===== config.mk =====
export PLATFORM = sky130hd
export DESIGN_NAME = ahb_decode_mux
export DESIGN_NICKNAME = d
export VERILOG_FILES = /design/src/rtl/ahb_decode_mux.sv
export SDC_FILE = /design/constraint.sdc
export NUM_CORES = 1
export LEC_CHECK = 0
export CAP_MARGIN = 15
export CORE_AREA = 2 2 81 83
export CTS_CLUSTER_DIAMETER = 60
export DETAILED_ROUTE_END_ITERATION = 8
export DIE_AREA = 0 0 83 85
export HOLD_SLACK_MARGIN = 0.12
export PLACE_DENSITY = 0.78
export SYNTH_ARGS = -nofsm -noshare
export SYNTH_HDL_FRONTEND = slang
export SYNTH_SLANG_ARGS = --single-unit

===== constraint.sdc =====
create_clock -name clk -period 2.3 [get_ports clk]
set_clock_uncertainty 0.2 [all_clocks]
set_input_delay 0.46 -clock clk [delete_from_list [all_inputs] [get_ports clk]]
set_output_delay 0.46 -clock clk [all_outputs]
set_load 0.01 [all_outputs]

===== src/rtl/ahb_decode_mux.sv =====
// AHB address decoder and response multiplexor for NSLAVES slaves with a built-in ERROR default slave.
// Define AHB_DECODE_TIMEOUT_EN to turn a stalled slave into an ERROR response after TIMEOUT_CYCLES wait states.
module ahb_decode_mux #(
    parameter int ADDR_WIDTH     = 32,
    parameter int DATA_WIDTH     = 32,
    parameter int NSLAVES        = 4,
    parameter int REGION_BITS    = 12,
    parameter int SEL_BITS       = (NSLAVES > 1) ? $clog2(NSLAVES) : 1,
    parameter int TIMEOUT_CYCLES = 16
) (
    input  logic                          clk,
    input  logic                          rst,
    input  logic [ADDR_WIDTH-1:0]         haddr,
    input  logic [1:0]                    htrans,
    output logic [NSLAVES-1:0]            selx,
    output logic                          master_ready,
    output logic                          master_resp,
    output logic [DATA_WIDTH-1:0]         master_rdata,
    input  logic [NSLAVES-1:0]            slaves_ready,
    input  logic [NSLAVES-1:0]            slaves_resp,
    input  logic [NSLAVES*DATA_WIDTH-1:0] slaves_rdata
);

    localparam int TOP_LSB = REGION_BITS + SEL_BITS;

    typedef enum logic [1:0] {
        ST_IDLE = 2'd0,
        ST_FWD  = 2'd1,
        ST_ERR1 = 2'd2,
        ST_ERR2 = 2'd3
    } state_t;

    state_t                r_state;
    logic [SEL_BITS-1:0]   r_dsel;

    logic [SEL_BITS-1:0]   w_idx;
    logic                  w_hi_zero;
    logic                  w_mapped;
    logic                  w_s_rdy;
    logic                  w_s_resp;
    logic [DATA_WIDTH-1:0] w_s_rdata;
    logic                  w_unused;

    // Address-phase decode
    assign w_idx    = haddr[REGION_BITS +: SEL_BITS];
    assign w_unused = ^{haddr[REGION_BITS-1:0], htrans[0]};

    generate
        if (TOP_LSB < ADDR_WIDTH) begin : g_hi_bits
            assign w_hi_zero = (haddr[ADDR_WIDTH-1:TOP_LSB] == '0);
        end else begin : g_no_hi_bits
            assign w_hi_zero = 1'b1;
        end
    endgenerate

    assign w_mapped = w_hi_zero && (32'(w_idx) < NSLAVES);

    always_comb begin
        selx = '0;
        for (int k = 0; k < NSLAVES; k++) begin
            selx[k] = w_mapped && (32'(w_idx) == k);
        end
    end

    // Data-phase response steering from the registered owner
    always_comb begin
        w_s_rdy   = 1'b0;
        w_s_resp  = 1'b0;
        w_s_rdata = '0;
        for (int k = 0; k < NSLAVES; k++) begin
            if (32'(r_dsel) == k) begin
                w_s_rdy   = slaves_ready[k];
                w_s_resp  = slaves_resp[k];
                w_s_rdata = slaves_rdata[k*DATA_WIDTH +: DATA_WIDTH];
            end
        end
    end

    always_comb begin
        master_ready = 1'b1;
        master_resp  = 1'b0;
        master_rdata = '0;
        case (r_state)
            ST_FWD: begin
                master_ready = w_s_rdy;
                master_resp  = w_s_resp;
                master_rdata = w_s_rdata;
            end
            ST_ERR1: begin
                master_ready = 1'b0;
                master_resp  = 1'b1;
            end
            ST_ERR2: begin
                master_resp  = 1'b1;
            end
            default: begin
            end
        endcase
    end

`ifdef AHB_DECODE_TIMEOUT_EN
    localparam int CNT_W = $clog2(TIMEOUT_CYCLES + 1);

    logic [CNT_W-1:0] r_tmo_cnt;
    logic [CNT_W-1:0] w_cnt_next;
    logic             w_tmo_hit;

    assign w_cnt_next = r_tmo_cnt + 1'b1;
    assign w_tmo_hit  = (r_state == ST_FWD) && !w_s_rdy && (32'(w_cnt_next) == TIMEOUT_CYCLES);
`endif

    // Control state: owner capture on ready edges, two-cycle error sequencing
    always_ff @(posedge clk) begin
        if (rst) begin
            r_state <= ST_IDLE;
            r_dsel  <= '0;
`ifdef AHB_DECODE_TIMEOUT_EN
            r_tmo_cnt <= '0;
`endif
        end else begin
            if (master_ready) begin
                r_dsel <= w_idx;
                if (htrans[1] && w_mapped) begin
                    r_state <= ST_FWD;
                end else if (htrans[1]) begin
                    r_state <= ST_ERR1;
                end else begin
                    r_state <= ST_IDLE;
                end
            end else if (r_state == ST_ERR1) begin
                r_state <= ST_ERR2;
`ifdef AHB_DECODE_TIMEOUT_EN
            end else if (w_tmo_hit) begin
                r_state <= ST_ERR1;
`endif
            end

`ifdef AHB_DECODE_TIMEOUT_EN
            // Counter holds at the limit through ERR1 and clears on the ERR2 ready edge
            if (master_ready) begin
                r_tmo_cnt <= '0;
            end else if (r_state == ST_FWD) begin
                r_tmo_cnt <= w_cnt_next;
            end
`endif
        end
    end

endmodule


==> impl_metrics.csv, run 1 <==
group,metric,value,unit
timing,setup_viol,4,
worst_setup_path,max_stage_delay,0.53,ns
logic_synthesis,muxShareOfSynthArea,58.7,%
worst_setup_path,cp-startpoint,"haddr[28]",
worst_setup_path,critPathKind,"input pin to output port",
routing,drt_iter0_markers,27,
timing,hold_viol_final,0,
timing,rsz0062_at_grt,"true",
routing,via_count,1950,
die,placement_rows,29,
layout,fin_area,0.00362,mm2
logic_synthesis,synth_top_family_by_area,"multiplexers",
logic_synthesis,synth.yosys.warnings,0,
worst_setup_path,slowest_stage,"or4_4",
hold_path,hold_path_class,"register to register",
logic_synthesis,ys.flop_type,"dfxtp_1",
worst_setup_path,r2r_end,"r_state[1]$_SDFFE_PP0P_",
die,core,0.00620,mm2
logic_synthesis,ys_seq_area_share,6.07,%
worst_setup_path,reg2reg_from,"r_dsel[0]$_SDFFE_PP0P_",
timing,slew_headroom,80.8,%
die,start_util,21.3,%
job,drv_cap,0,
pwr,power_density,302,mW/mm2
worst_setup_path,cp.depth,5,
layout,utilization,58.4,%
global_routing,grtUsageTotal,17.6,%
routing,wl_per_cell,15.9,um
timing,period_needed,2.52,ns
pwr,ir_worst_vdd,0.000237,V
clocking,clkLatencyLatePin,0.21,ns
status,status,"complete, but fails checks",
die,ios,210,
global_routing,antenna_found_initial,1,
timing,period_share,109,%
logic_synthesis,ys_ff_latch,4,
worst_setup_path,worstSetupStartpointType,"input pin",
logic_synthesis,synth.top_cell.area_share,56.4,%
die,design.die.area,0.00706,mm2
routing,routed_via_density,4.77,
placed_design,dp_hpwl,5.60,mm
worst_setup_path,crit_chain,"buf_6 > or4_4 > or3_4 > nor3_4 > buf_2",
clocking,htree_levels,1,
layout,antennaDiodeCount,0,
logic_synthesis,synth_common_cells,"mux4_2, nor2b_1, clkbuf_1",
placed_design,portBuffers,196,
worst_setup_path,reg2reg_depth,6,
timing,setup_tns,-0.675,ns
logic_synthesis,synth-compound-area-share,5.03,%
clocking,clk_pin_slew,0.03,ns
logic_synthesis,synth_xor_area_share,0,%
layout,fin_nets,506,
die,dieHeight,85,um
worst_setup_path,critPathBufInv,2,
worst_setup_path,arrival,1.86,ns
logic_synthesis,netlist_instances,120,
worst_setup_path,crit_family,"simple AND/OR/NAND/NOR gates",
logic_synthesis,yosys.area_share.simple,25.8,%
routing,wl,6.49,mm
logic_synthesis,synth-adder-area-share,0,%
logic_synthesis,syn-cell-area,0.00132,mm2
clocking,cts_tree,"built",
timing,whs,0.487,ns
routing,firstDrtPassIters,4,
worst_setup_path,endpoint,"selx[0]",
layout,fillers,531,
pwr,p_leak,1.51,nW
timing,slew_viol_final,0,
worst_setup_path,cp.required,1.64,ns
worst_setup_path,critPathCaptureType,"output port",
clocking,numCtsBuffers,3,
placed_design,gp_congestion,0.785,
layout,area_growth,175,%
logic_synthesis,syn_avg_cell_area,11.0,um2
timing,final.setup.worst_slack,-0.216,ns
worst_setup_path,r2r_setup_slack,0.43,ns
global_routing,grt_pass1_vias,2015,
logic_synthesis,synth-async-reset-ratio,0,%
logic_synthesis,synth_area_leader_cell,"mux4_2",
routing,drc_errors,0,
logic_synthesis,synth_area_leaders,"mux4_2, nor2b_1, dfxtp_1, clkbuf_1, nand2b_1",
timing,fmax,0.398,GHz
clocking,clock_path_buffers,2,
worst_setup_path,cp_max_fo,5,
global_routing,grt_pass1_wl,10.1,mm
die,die_w,83,um
placed_design,place_area,0.00350,mm2
global_routing,gr-total-overflow,0,
clocking,cts_root_buf,"clkbuf_8",
logic_synthesis,synth_enable_flop_cells,0,
timing,tightest_slew,0.287,ns
logic_synthesis,synth.distinct_cells,25,
clocking,cts.sinks,4,
global_routing,grt_max_degree,21,
routing,ant_nets,0,
status,violations,"setup timing",
logic_synthesis,synth_nets,292,
layout,drive_above_1_share,37.7,%
==> worst min-delay path by stage <==
stage | from | cells after the start | endpoint | slack, ns
finish | r_dsel[1]$_SDFFE_PP0P_ | 3 | r_dsel[1]$_SDFFE_PP0P_ | 0.49
global route | r_dsel[1]$_SDFFE_PP0P_ | 3 | r_dsel[1]$_SDFFE_PP0P_ | 0.54
CTS | r_dsel[1]$_SDFFE_PP0P_ | 3 | r_dsel[1]$_SDFFE_PP0P_ | 0.50
detailed placement | r_dsel[1]$_SDFFE_PP0P_ | 3 | r_dsel[1]$_SDFFE_PP0P_ | 0.49
global placement | r_dsel[1]$_SDFFE_PP0P_ | 3 | r_dsel[1]$_SDFFE_PP0P_ | 0.48
floorplan | rst | 1 | r_dsel[1]$_SDFFE_PP0P_ | 0.33
==> report_power, final <==
| part | switching [mW] | total [mW] | internal [mW] | leakage [nW] |
|---|---|---|---|---|
| sequential | 0.0189 | 0.101 | 0.0820 | 0.0342 |
| clock | 0.0340 | 0.145 | 0.111 | 0.0216 |
| combinational | 0.262 | 0.848 | 0.586 | 1.45 |
==> cells by family after synthesis <==
family                 after synthesis
and+or+nand+nor                     57
DFF                                  4
AOI/OAI and AO/OA                    9
buffers and inverters               14
muxes                               36
==> layout by cell type (no fill, tap or decap), types with 3 or more instances in the layout <==
cell type,Yosys,routed
nor2_1,4,4
mux4_2,33,33
clkbuf_8,0,3
clkdlybuf4s15_1,0,7
nand2_1,5,5
inv_1,3,3
buf_4,0,17
buf_6,0,5
dlygate4sd2_1,0,6
nor2b_1,33,26
clkdlybuf4s50_1,0,130
nor2b_4,0,7
nand2b_1,4,4
dlymetal6s2s_1,0,11
buf_12,0,5
buf_2,4,38
==> metrics by stage <==
step	total power [mW]	setup slack, ns	instances
after floorplan	0.462	-0.0310	120
after global placement	0.925	-0.876	401
after detailed placement	0.938	-1.00	401
after CTS	1.05	-0.186	406
after global routing	1.17	-0.278	409
final	1.09	-0.216	409
==> registers in the layout (all words and copies together) (netlist names) <==
signal / cells
r_dsel: 2
r_state: 2
==> tightest hold or removal path, cell delays in order (launching register included) <==
cell and delay (ns):
dfxtp_2 0.36, buf_12 0.16, nand2_1 0.06, a21oi_1 0.06
==> per-layer routing <==
| metal | vias to the layer above | track usage (%) | wire, um | share of wire (%) |
|---|---|---|---|---|
| met2 | 117 | 33.6 | 3550 | 55 |
| met4 | 2 | 2.68 | 76 | 1.2 |
| met1 | 919 | 19.4 | 2260 | 35 |
| li1 | 904 | - | - | - |
| met5 | - | 0 | 13 | 0.20 |
| met3 | 8 | 5.54 | 588 | 9.1 |
==> layout make-up <==
type	count	area (um2)	area share [%]
repair buffers	220	2050	56.6
multi-input cells	102	1340	36.9
well taps	77	96.3	2.66
flip-flops and latches	4	85.1	2.35
clock buffers	3	41.3	1.14
inverters	3	11.3	0.311
==> what timing repair did <==
| action | CTS | global route |
|---|---|---|
| hold buffers | 0 | 0 |
| pin swaps | 9 | 9 |
| gates resized for setup | 202 | 40 |
| setup buffers | 2 | 3 |
| endpoints found under the setup margin | 39 | 16 |
(Power assumes the default switching activity.)
==> run 2: changes to the inputs <==
--- a/config.mk
+++ b/config.mk
@@ -7,11 +7,12 @@
 export LEC_CHECK = 0
 export CAP_MARGIN = 15
 export CORE_AREA = 2 2 81 83
-export CTS_CLUSTER_DIAMETER = 60
+export CTS_CLUSTER_DIAMETER = 200
 export DETAILED_ROUTE_END_ITERATION = 8
 export DIE_AREA = 0 0 83 85
 export HOLD_SLACK_MARGIN = 0.12
 export PLACE_DENSITY = 0.78
+export REMOVE_ABC_BUFFERS = 1
 export SYNTH_ARGS = -nofsm -noshare
 export SYNTH_HDL_FRONTEND = slang
 export SYNTH_SLANG_ARGS = --single-unit
==> run 2 against run 1 <==
The run still ends with setup timing left. Critical path type unchanged. Die area did not move. Highest routed layer is now met4. Routed wire length up 10%. Maximum frequency rose by 3.1%.
==> impl_metrics.csv, run 2 (synthesis gave the netlist of run 1 again) <==
group,metric,value,unit
routing,wl,7.16,mm
routing,firstDrtPassIters,4,
layout,top_regs,"r_dsel (2), r_state (2)",
worst_setup_path,worstSetupStartpointType,"input pin",
global_routing,grtUsageTotal,18.9,%
layout,drive_above_1_share,42.6,%
timing,hold_viol_final,0,
global_routing,grt_pass1_vias,2245,
routing,drt_iter0_markers,15,
die,die_w,83,um
die,core,0.00620,mm2
timing,final.setup.worst_slack,-0.141,ns
pwr,power_density,317,mW/mm2
routing,via_count,1988,
worst_setup_path,cp_max_fo,5,
worst_setup_path,slowest_stage,"or4_4",
die,placement_rows,29,
global_routing,antenna_found_initial,0,
pwr,p_leak,1.51,nW
global_routing,gr-total-overflow,0,
clocking,clkLatencyLatePin,0.22,ns
layout,utilization,60.3,%
global_routing,grt_pass1_wl,10.8,mm
routing,drc_errors,0,
hold_path,hold_path_class,"register to register",
routing,ant_nets,0,
layout,antennaDiodeCount,0,
clocking,clock_path_buffers,2,
worst_setup_path,critPathCaptureType,"output port",
worst_setup_path,arrival,1.78,ns
worst_setup_path,critPathKind,"input pin to output port",
layout,final_common_cell,"clkdlybuf4s50_1",
routing,routed_via_density,4.77,
placed_design,gp_congestion,0.792,
die,dieHeight,85,um
clocking,cts_tree,"built",
routing,wl_per_cell,17.2,um
layout,fin_nets,514,
timing,slew_headroom,74.3,%
worst_setup_path,max_stage_delay,0.53,ns
placed_design,dp_hpwl,5.57,mm
worst_setup_path,cp.required,1.64,ns
timing,tightest_slew,0.385,ns
clocking,cts_hold_buf,0,
layout,fillers,550,
die,design.die.area,0.00706,mm2
worst_setup_path,crit_chain,"buf_6 > or4_4 > or3_4 > nor3_2 > buf_2",
layout,area_growth,184,%
global_routing,grt_max_degree,22,
die,start_util,21.3,%
placed_design,portBuffers,196,
timing,period_share,106,%
layout,final_cell_mix,"clkdlybuf4s50_1, mux4_2, buf_2",
timing,setup_viol,10,
clocking,numCtsBuffers,3,
placed_design,place_ws,-0.960,ns
timing,whs,0.346,ns
pwr,p_total,1.19,mW
clocking,cts_root_buf,"clkbuf_8",
timing,rsz0062_at_grt,"true",
die,ios,210,
timing,slew_viol_final,0,
pwr,ir_worst_vdd,0.000197,V
clocking,clk_pin_slew,0.03,ns
timing,period_needed,2.44,ns
clocking,cts.sinks,4,
job,drv_cap,0,
status,violations,"setup timing",
status,status,"complete, but fails checks",
clocking,htree_levels,1,
timing,fmax,0.410,GHz
[run 2: changes by cell type in the layout (fill, tap and decap cells not counted), sizes merged]
cell	before	now
buf	66	73
clkbuf	3	12
clkdlybuf4s15	7	4
clkdlybuf4s50	130	136
dlygate4sd2	6	2
dlymetal6s2s	11	4
[run 2: what timing repair did]
| item | 4_1_cts | 5_1_grt |
|---|---|---|
| gates resized for setup | 200 | 64 |
| cloned | 1 | 2 |
| pin swaps | 11 | 10 |
| setup endpoints to repair | 38 | 23 |
| buffers inserted | 16 | 3 |
[run 2: per-layer routing]
metal	global-route usage, %	up-vias	share of wire, %
li1	-	921	-
met1	18.6	936	33
met2	38.0	117	57
met3	5.16	14	8.3
met4	6.26	0	2.0
met5	0	-	0
[run 2: power by group]
part	internal [mW]	switching [mW]
combinational	0.641	0.285
clock	0.112	0.0424
sequential	0.0819	0.0232
total	0.835	0.351
[run 2: path summary, 6_finish.rpt]
check / from / endpoint / slack, ns / depth (start not counted)
max: haddr[31] / selx[0] / -0.14 / 5
min: r_dsel[1]$_SDFFE_PP0P_ / r_dsel[1]$_SDFFE_PP0P_ / 0.35 / 2
max reg2reg: r_dsel[0]$_SDFFE_PP0P_ / r_state[1]$_SDFFE_PP0P_ / 0.41 / 6
min reg2reg: r_dsel[1]$_SDFFE_PP0P_ / r_dsel[1]$_SDFFE_PP0P_ / 0.35 / 2
[run 2: final cells by class]
| type | instances | area [um2] | share of cell area, % |
|---|---|---|---|
| Clock buffer | 3 | 41.3 | 1.10 |
| Inverter | 3 | 11.3 | 0.301 |
| Sequential cell | 4 | 85.1 | 2.27 |
| Tap cell | 77 | 96.3 | 2.57 |
| Timing Repair Buffer | 228 | 2160 | 57.8 |
| Multi-Input combinational cell | 102 | 1350 | 36.0 |
[run 2: worst max-delay path: cells and delay by family]
family / cells / cell delay, ns
and+or+nand+nor: 3 / 1.08
buffers and inverters: 2 / 0.24
[run 2: per-stage QoR]
stage | TNS (ns) | std cells | cell area, um2
finish | -0.653 | 417 | 3740
global route | -1.73 | 417 | 3740
CTS | -0.649 | 416 | 3520
detailed placement | -14.43 | 396 | 3480
global placement | -13.89 | 396 | 3480
floorplan | -26.40 | 109 | 1270
==> run 3: changes to the inputs <==
--- a/config.mk
+++ b/config.mk
@@ -12,6 +12,7 @@
 export DIE_AREA = 0 0 83 85
 export HOLD_SLACK_MARGIN = 0.12
 export PLACE_DENSITY = 0.78
+export RECOVER_POWER = 25
 export REMOVE_ABC_BUFFERS = 1
 export SYNTH_ARGS = -nofsm -noshare
 export SYNTH_HDL_FRONTEND = slang
==> constraint.sdc (replaced) <==
create_clock -name clk -period 2.8 [get_ports clk]
set_clock_uncertainty 0.2 [all_clocks]
set_input_delay 0.56 -clock clk [delete_from_list [all_inputs] [get_ports clk]]
set_output_delay 0.56 -clock clk [all_outputs]
set_load 0.01 [all_outputs]
==> run 3 against run 2 <==
The flow now finishes without violations. Total power decreased by 30%. Sequential power down 25%. Critical path depth unchanged. Routed wire length fell by 11%. Non-clock buffer count shrank 16. Global-route usage shrank 1.1 points. Register-to-register slack gained 0.55 ns. Clock-buffer cell count did not move. First-iteration DRC count is 13% higher.
==> impl_metrics.csv, run 3 (synthesis gave the netlist of run 1 again) <==
group,metric,value,unit
timing,rsz0062_at_grt,"false",
timing,period_share,98.1,%
clocking,htree_levels,1,
routing,firstDrtPassIters,3,
global_routing,grtUsageTotal,17.9,%
timing,fmax,0.364,GHz
die,dieHeight,85,um
pwr,p_total,833,uW
die,core,0.00620,mm2
layout,antennaDiodeCount,0,
global_routing,grt_pass1_wl,10.2,mm
timing,slew_headroom,75.9,%
routing,via_count,1887,
layout,utilization,56.4,%
worst_setup_path,cp_max_fo,5,
worst_setup_path,reg2reg_depth,6,
pwr,power_density,238,mW/mm2
placed_design,place_area,0.00344,mm2
worst_setup_path,critPathCaptureType,"output port",
layout,fin_nets,498,
status,status,"completed",
timing,slew_viol_final,0,
layout,fin_cells,401,
timing,setup_tns,0,ns
clocking,clkLatencyLatePin,0.22,ns
clocking,cts_tree,"built",
clocking,clk_pin_slew,0.03,ns
pwr,ir_worst_vdd,0.000291,V
placed_design,dp_hpwl,5.25,mm
global_routing,antenna_found_initial,0,
placed_design,gp_congestion,0.762,
hold_path,hold_path_class,"register to register",
clocking,numCtsBuffers,3,
worst_setup_path,critPathKind,"input pin to output port",
timing,period_needed,2.75,ns
layout,final_cell_mix,"clkdlybuf4s50_1, dlygate4sd2_1, nor2b_1, mux4_2, buf_4",
layout,final_common_cell,"clkdlybuf4s50_1",
clocking,cts.sinks,4,
die,ios,210,
global_routing,gr-total-overflow,0,
worst_setup_path,worstSetupStartpointType,"input pin",
die,start_util,21.3,%
hold_path,min_path_cells,2,
routing,wl,6.36,mm
routing,drt_iter0_markers,17,
clocking,clock_path_buffers,2,
routing,routed_via_density,4.71,
layout,drive_above_1_share,21.0,%
placed_design,portBuffers,196,
worst_setup_path,r2r_setup_slack,0.96,ns
timing,setup_viol,0,
die,design.die.area,0.00706,mm2
placed_design,place_inst,391,
global_routing,grt_pass1_vias,2119,
worst_setup_path,cp.required,2.04,ns
layout,top_regs,"r_dsel (2), r_state (2)",
pwr,p_leak,1.35,nW
worst_setup_path,arrival,1.99,ns
routing,drc_errors,0,
timing,hold_viol_final,0,
routing,wl_per_cell,15.9,um
layout,area_growth,165,%
timing,tightest_slew,0.361,ns
clocking,cts_hold_buf,0,
clocking,cts_root_buf,"clkbuf_8",
die,placement_rows,29,
global_routing,grt_max_degree,34,
layout,fin_area,0.00350,mm2
routing,ant_nets,0,
die,die_w,83,um
layout,fillers,580,
job,drv_cap,0,
run 3: changes by cell type in the layout (fill, tap and decap cells not counted), sizes merged:
cell / change
clkdlybuf4s15: -2
dlygate4sd2: +37
clkbuf: -7
buf: -54
dlygate4sd3: +2
dlymetal6s2s: -4
clkdlybuf4s25: +5
clkdlybuf4s50: +7
run 3: final timing paths:
check | start | endpoint
max | haddr[28] | selx[1]
min | r_state[1]$_SDFFE_PP0P_ | r_dsel[1]$_SDFFE_PP0P_
max reg2reg | r_dsel[0]$_SDFFE_PP0P_ | r_dsel[0]$_SDFFE_PP0P_
min reg2reg | r_state[1]$_SDFFE_PP0P_ | r_dsel[1]$_SDFFE_PP0P_
run 3: per-layer routing:
layer  vias up  wire [um]  GRT usage, %
met5         -          0             0
met4         0         76          3.73
met3         9        551          5.35
met2       108       3500          36.1
met1       885       2230          17.9
li1        885          -             -
run 3: repair_timing:
action / in CTS / in global routing
setup buffers: 7 / 0
endpoints found under the setup margin: 32 / 12
gates resized for setup: 64 / 9
pin swaps: 9 / 4
run 3: where the power goes:
part	internal [mW]	switching, mW
logic	0.437	0.198
registers	0.0672	0.0114
clock network	0.0915	0.0286
run 3: final cells by class:
class / instances / area (um2) / area share [%]
flip-flops and latches: 4 / 82.6 / 2.36
inverters: 3 / 11.3 / 0.322
multi-input cells: 102 / 1230 / 35.1
repair buffers: 212 / 2040 / 58.3
well taps: 77 / 96.3 / 2.75
clock buffers: 3 / 41.3 / 1.18
run 3: stage by stage:
stage          worst slack [ns]  hold slack, ns
2_1_floorplan            -0.379           0.395
3_3_place_gp             -0.599           0.438
3_5_place_dp             -0.643           0.448
4_1_cts                 0.00401           0.457
5_1_grt                  0.0184           0.497
6_report                 0.0542           0.457
run 3: worst max-delay path, stage by stage:
cell	delay, ns
dlygate4sd2_1	0.23
or4_4	0.48
or3_4	0.44
nor3_2	0.12
buf_2	0.15
